<file path="src/rtl/expr_eval.sv">
// expr_eval: streaming evaluator for digit(('+'|'*')digit)*'=' with '*' binding tighter than '+'.
// Reports a registered result/ovf with a done pulse, or an error pulse for malformed input.
module expr_eval #(
    parameter int WIDTH = 16
) (
    input  logic             clk,
    input  logic             clr,
    input  logic [7:0]       in,
    input  logic             in_valid,
    output logic [WIDTH-1:0] result,
    output logic             done,
    output logic             error,
    output logic             ovf
);
    typedef enum logic [1:0] {IDLE, OPND, OPER, ERR} state_t;

    state_t           state_q, state_d;
    logic [WIDTH-1:0] sum_q, sum_d, term_q, term_d, result_q, result_d;
    logic             pend_mul_q, pend_mul_d, ovf_acc_q, ovf_acc_d, ovf_q, ovf_d;
    logic             done_q, done_d, error_q, error_d;
    logic             is_dig, is_op, is_mul, is_eq, mul_now;
    logic [WIDTH-1:0] dig;
    logic [WIDTH+3:0] prod;
    logic [WIDTH:0]   add;

    assign is_dig  = in >= 8'h30 && in <= 8'h39;
    assign is_mul  = in == 8'h2a;
    assign is_op   = is_mul || in == 8'h2b;
    assign is_eq   = in == 8'h3d;
    assign dig     = WIDTH'(in[3:0]);
    assign prod    = {4'b0, term_q} * {{WIDTH{1'b0}}, in[3:0]};
    assign add     = {1'b0, sum_q} + {1'b0, term_q};
    assign mul_now = state_q == OPER && pend_mul_q;

    always_comb begin
        state_d    = state_q;
        sum_d      = sum_q;
        term_d     = term_q;
        pend_mul_d = pend_mul_q;
        ovf_acc_d  = ovf_acc_q;
        result_d   = result_q;
        ovf_d      = ovf_q;
        done_d     = 1'b0;
        error_d    = 1'b0;
        if (in_valid) begin
            if (is_eq) begin
                done_d     = state_q == OPND;
                error_d    = state_q != OPND;
                result_d   = done_d ? add[WIDTH-1:0] : result_q;
                ovf_d      = done_d ? (ovf_acc_q | add[WIDTH]) : ovf_q;
                state_d    = IDLE;
                sum_d      = '0;
                term_d     = '0;
                pend_mul_d = 1'b0;
                ovf_acc_d  = 1'b0;
            end else if (state_q != ERR) begin
                // anything not matched below is a syntax error; stay silent until '='
                state_d = ERR;
                if (is_dig && state_q != OPND) begin
                    state_d   = OPND;
                    term_d    = mul_now ? prod[WIDTH-1:0] : dig;
                    ovf_acc_d = ovf_acc_q | (mul_now && |prod[WIDTH+3:WIDTH]);
                end else if (is_op && state_q == OPND) begin
                    state_d    = OPER;
                    pend_mul_d = is_mul;
                    sum_d      = is_mul ? sum_q : add[WIDTH-1:0];
                    ovf_acc_d  = ovf_acc_q | (!is_mul && add[WIDTH]);
                end
            end
        end
    end

    always_ff @(posedge clk or posedge clr) begin
        if (clr) begin
            state_q    <= IDLE;
            sum_q      <= '0;
            term_q     <= '0;
            pend_mul_q <= 1'b0;
            ovf_acc_q  <= 1'b0;
            result_q   <= '0;
            ovf_q      <= 1'b0;
            done_q     <= 1'b0;
            error_q    <= 1'b0;
        end else begin
            state_q    <= state_d;
            sum_q      <= sum_d;
            term_q     <= term_d;
            pend_mul_q <= pend_mul_d;
            ovf_acc_q  <= ovf_acc_d;
            result_q   <= result_d;
            ovf_q      <= ovf_d;
            done_q     <= done_d;
            error_q    <= error_d;
        end
    end

    assign result = result_q;
    assign ovf    = ovf_q;
    assign done   = done_q;
    assign error  = error_q;
endmodule

</file>
<file path="config.mk">
export PLATFORM = sky130hd
export DESIGN_NAME = expr_eval
export DESIGN_NICKNAME = d
export VERILOG_FILES = /design/src/rtl/expr_eval.sv
export SDC_FILE = /design/constraint.sdc
export NUM_CORES = 1
export LEC_CHECK = 0
export ABC_AREA = 1
export CAP_MARGIN = 25
export CELL_PAD_IN_SITES_DETAIL_PLACEMENT = 1
export CELL_PAD_IN_SITES_GLOBAL_PLACEMENT = 1
export CORE_AREA = 5 5 111 113
export CTS_CLUSTER_SIZE = 25
export DETAILED_ROUTE_END_ITERATION = 10
export DIE_AREA = 0 0 116 118
export PLACE_DENSITY = 0.91
export SLEW_MARGIN = 20
export SYNTH_ARGS = -nofsm -noshare
export SYNTH_HDL_FRONTEND = slang
export SYNTH_SLANG_ARGS = --single-unit
</file>
<file path="constraint.sdc">
create_clock -name clk -period 6.2 [get_ports clk]
set_input_delay 0.93 -clock clk [delete_from_list [all_inputs] [get_ports clk]]
set_output_delay 0.93 -clock clk [all_outputs]
set_load 0.05 [all_outputs]
</file>
== Word-level counts from Yosys, hierarchy flattened ==
Cells that the tools add are included.
W data, S select, Z words.

* Register bits: 55
* Bits in latches: 0
* Memory bits (writable): 0
* Bits in read-only memories: 0
* Input bits: 11
* Output and inout bits: 19
* Logic and storage cells: 69
* Memories: 0

* $add $sub $neg: 1
* Multiply operators: 1
* Divide/modulo/power cells: 0
* $lt $le $gt $ge: 2
* Equality and inequality tests: 9
* Shift-type cells: 0
* Multiplexer cells: 25
* Bitwise logic cells: 3
* Reduce and logical (&&, ||, !) cells: 19

{| class="wikitable"
|+ Operator list
! kind !! count
|-
| $mux W16 || 9
|-
| $eq A8 B6 Y1 const B || 3
|-
| $mul A16 B4 Y20 || 1
|-
| $add A16 B16 Y17 || 1
|-
| $mux W1 || 13
|-
| $reduce_and A3 Y1 || 3
|-
| $ge A8 B6 Y1 const B || 1
|-
| $le A8 B6 Y1 const B || 1
|-
| $logic_and A1 B1 Y1 || 6
|-
| $mux W2 || 3
|-
| $reduce_bool A2 Y1 || 3
|-
| $reduce_and A5 Y1 || 1
|-
| $ne A2 B1 Y1 const B || 2
|-
| $ne A2 B2 Y1 const B || 2
|-
| $reduce_and A4 Y1 || 1
|-
| $reduce_or A4 Y1 || 1
|-
| $or A1 B1 Y1 || 3
|-
| $reduce_bool A3 Y1 || 1
|-
| $eq A2 B1 Y1 const B || 1
|-
| $eq A2 B2 Y1 const B || 1
|-
| $reduce_and A2 Y1 || 1
|-
| $logic_not A1 Y1 || 1
|-
| $logic_or A1 B1 Y1 || 1
|}

== Depth between registers and ports, before layout ==
* Depth after elaboration: 8
* Depth in mapped cells: 24

== Worst setup path after synthesis ==
No wires, ideal clock.

* Path type: in2reg
* Start point: input port in[2]
* End point: register ovf_acc_q
* Data arrival time: 3,976 ps
* Required time: 6,081 ps
* Path slack: 2,105 ps
* Cell stages on the path: 22
* Path buffers: 2
* Cells stage by stage: buf_2 -> clkbuf_1 -> nand2_1 -> fa_1 -> inv_1 -> fa_1 -> inv_1 -> fa_1 -> inv_1 -> nand2_1 -> nand2_1 -> nand3_1 -> nand2_1 -> nand2_1 -> nand3_1 -> nand2_1 -> nor2_1 -> nand3_1 -> nand2_1 -> nand3_1 -> nand3_1 -> nand2_1

* Longest elaborated chain between the ends: 8
* Elaborated cells on any way between the ends: 23
* Those cells by class: mul: 1; order compare: 2; eq/ne: 3; mux: 4; bitwise: 2; reduce/logical: 11

{| class="wikitable"
|+ Ends and longest elaborated chain
! element !! RTL line !! RTL
|-
| start, declared || 8 || <nowiki>input logic [7:0] in,</nowiki>
|-
| branches (longest 8 deep; another with $mul A16 B4 Y20) || - ||
|-
| end signal, assigned || 89 || <nowiki>ovf_acc_q <= ovf_acc_d;</nowiki>
|-
| end, declared || 19 || <nowiki>logic pend_mul_q, pend_mul_d, ovf_acc_q, ovf_acc_d, ovf_q, ovf_d;</nowiki>
|}

Several ways; the timed one is not identified. The select of a mux whose other input is x is not followed.
A chain may end at the register's enable or synchronous reset.

== Final worst setup path ==
* Start point: input port in[3]
* End point: register ovf_acc_q

The elaborated chain is that of the path after synthesis.

==> qor.yml <==
cts-root-buf: "clkbuf_16"
tightest_slew_ns: 0.858
final_cell_mix: "247 x nand2_1, 153 x inv_1, 55 x dfrtp_1"
total_leakage_power_nw: 3.40
ys_async_sr_fraction: 1.00
synth-xor-area-share: 0.0318
fillers: 1472
synth_edf_count: 0
cp.arrival_ns: 5.00
m1WireLength_mm: 6.55
die-width_um: 116
hold_class: "reg2reg"
synth_nets: 819
cts_made_buffers: 5
rsz0062_at_grt: "no"
power_density_nw_per_um2: 137
yosys_warnings: 0
ir_drop_mv: 0.109
cpMaxStageDelayCell: "clkdlybuf4s50_1"
totalPowerFinal_w: 0.000793
hold_buffers: 0
clock.fmax_ghz: 0.208
synth_top_family_by_area: "simple AND/OR/NAND/NOR gates"
worstSetupEndpointType: "flop"
hold_viol_final: 0
dp_hpwl_mm: 12.1
place_congestion: 0.861
io_pins: 30
met2WireLength_mm: 7.91
vias: 4810
max_stage_delay_ns: 0.98
crit_path_start_kind: "primary input"
drive_gt1_frac: 0.0524
fp.dieArea_um2: 13700
slew_headroom: 0.426
crit_chain: "clkdlybuf4s50_1 -> nand2_1 -> fa_1 -> inv_1 -> fa_1 -> inv_1 -> fa_1 -> inv_1 -> nand2_1 -> nand2_1 -> nand3_1 -> nand2_1 -> nand2_1 -> nand3_1 -> nand2_1 -> nor2_1 -> nand3_1 -> nand2_1 -> nand3_1 -> nand3_1 -> nand2_1"
seq_area_frac_synth: 0.263
ctsResizeCount: 0
netlist_area_um2: 5240
muxShareOfSynthArea: 0
drt_iter0_drc: 303
finalWorstSetupSlack_ns: 1.39
path_buf_inv: 4
regArea_um2: 1380
path_delay_family: "adder cells"
antenna_found_initial: 0
viasPerCell: 5.30
initial_core_util: 0.466
stdcell_count: 907
grt_pass1_vias: 5401
worstPathMaxFanout: 19
post_synth_and_or_nand_nor_area_fraction: 0.258
grt-ovfl-total: 0
cts_buffer_depth: 2
cts_sinks: 55
nets: 843
syn_avg_cell_area_um2: 7.08
dpl_worst_slack_ns: 1.09
wl_per_cell_um: 16.7
ys_ff_latch: 55
fp.dieH_um: 118
finalSetupViolations: 0
skew_ns: 0.0108
ant_nets: 0
dp_cells: 899
ys_types: 44
grt_pass1_wl_mm: 26.2
top_layer_used: "met4"
report.final.slew_viol_count: 0
fin_crit_sh: 0.776
grt_max_degree: 56
critPathKind: "in2reg"
coreArea_um2: 11200
run_status: "complete, no violations"
synthFlopType: "dfrtp_1"
crit_top_cell: "nand2_1"
row_count: 39
met3_length_um: 358
drtPass1Iterations: 4
tns_ns: 0
multi_input_area_um2: 3150
grtUsageTotal: 0.236
htreeDepth: 2
port_buffers: 29
wirelength_mm: 15.2
holdWs_ns: 0.490
final_common_cell: "nand2_1"
diodes: 0
cap_violations: 0
area_growth_pct: 10.8
worstSkewPairLatency_ns: 0.30
cts_setup_buffers: 0
cts_tree: "done"
synth-adder-area-share: 0.207
worstPathRequired_ns: 6.39
syn-instance-count: 739
post-route-min-period_ns: 4.81
synth_compound_area_frac: 0.106
clk_pin_slew_ns: 0.07
route.detailed.drc: 0
-- layout make-up --
class	count	area share
multi-input cells	510	0.543
well taps	143	0.0308
clock buffers	6	0.0222
repair buffers	30	0.0513
clock inverters	2	0.0104
flip-flops and latches	55	0.237
inverters	161	0.105
-- flip-flops by register name, summed over array words and instances (netlist names) --
| name | cells |
|---|---|
| ovf_acc_q | 1 |
| term_q | 16 |
| state_q | 2 |
| error | 1 |
| done | 1 |
| sum_q | 16 |
| ovf | 1 |
| result | 16 |
| pend_mul_q | 1 |
-- power breakdown --
group / internal (W) / switching, W / leakage, nW
Sequential: 0.000360 / 0.00000349 / 0.748
Combinational: 0.0000187 / 0.0000387 / 2.56
Clock: 0.000232 / 0.000139 / 0.0911
Total: 0.000611 / 0.000182 / 3.40
-- Yosys cell counts (2+ instances only) --
cell type,number,share of area
buf_6,6,0.013
nor2_1,33,0.024
buf_2,2,0.0019
dfrtp_1,55,0.26
xor2_1,8,0.013
nor2_2,2,0.0024
inv_2,5,0.0036
nor3_1,7,0.0067
a31oi_1,2,0.0024
nand2_2,4,0.0048
clkbuf_1,4,0.0029
o21ai_1,6,0.0057
a21oi_1,31,0.030
nand2_1,247,0.18
ha_1,40,0.096
nor2_4,2,0.0043
nand4_1,4,0.0048
fa_1,29,0.11
inv_1,154,0.11
o21ai_2,9,0.015
o211ai_1,2,0.0029
a31o_2,2,0.0033
xnor2_1,11,0.018
o21ai_0,34,0.033
nand3_1,21,0.020
-- tightest hold or removal path, cell delays in order, from the launching register on --
cell and delay [ns]:
dfrtp_1 0.35, nand2_1 0.05, nand2_1 0.06
-- routing by layer --
metal  GRT usage  vias up
met5           0        -
met4      0.0754        0
met3      0.0216       30
met2       0.422       85
met1       0.296     2391
li1            -     2304
-- stage by stage --
step / util / area [um^2]
detailed placement: 0.500 / 5610
CTS: 0.517 / 5800
finish: 0.517 / 5800
global route: 0.517 / 5800
global placement: 0.500 / 5610
floorplan: - / 5240
-- cell families (layout without fill, tap and decap cells) --
group	after synthesis	after routing
XOR/XNOR	19	19
AO/OA/AOI/OAI	95	95
flip-flops	55	55
buffers and inverters	174	199
AND/OR/NAND/NOR	327	327
adder cells (fa/ha/maj)	69	69
-- final timing paths --
path	startpoint	slack, ns	depth (start not counted)	endpoint
setup / recovery	in[3]	1.39	21	ovf_acc_q
hold / removal	result[13]	0.49	2	result[13]
setup reg to reg	term_q[0]	2.53	20	ovf_acc_q
hold reg to reg	result[13]	0.49	2	result[13]
max in group asynchronous	clr	4.56	3	result[13]
min in group asynchronous	clr	1.14	3	sum_q[0]
Note: power is estimated with default switching activity, not from simulation.
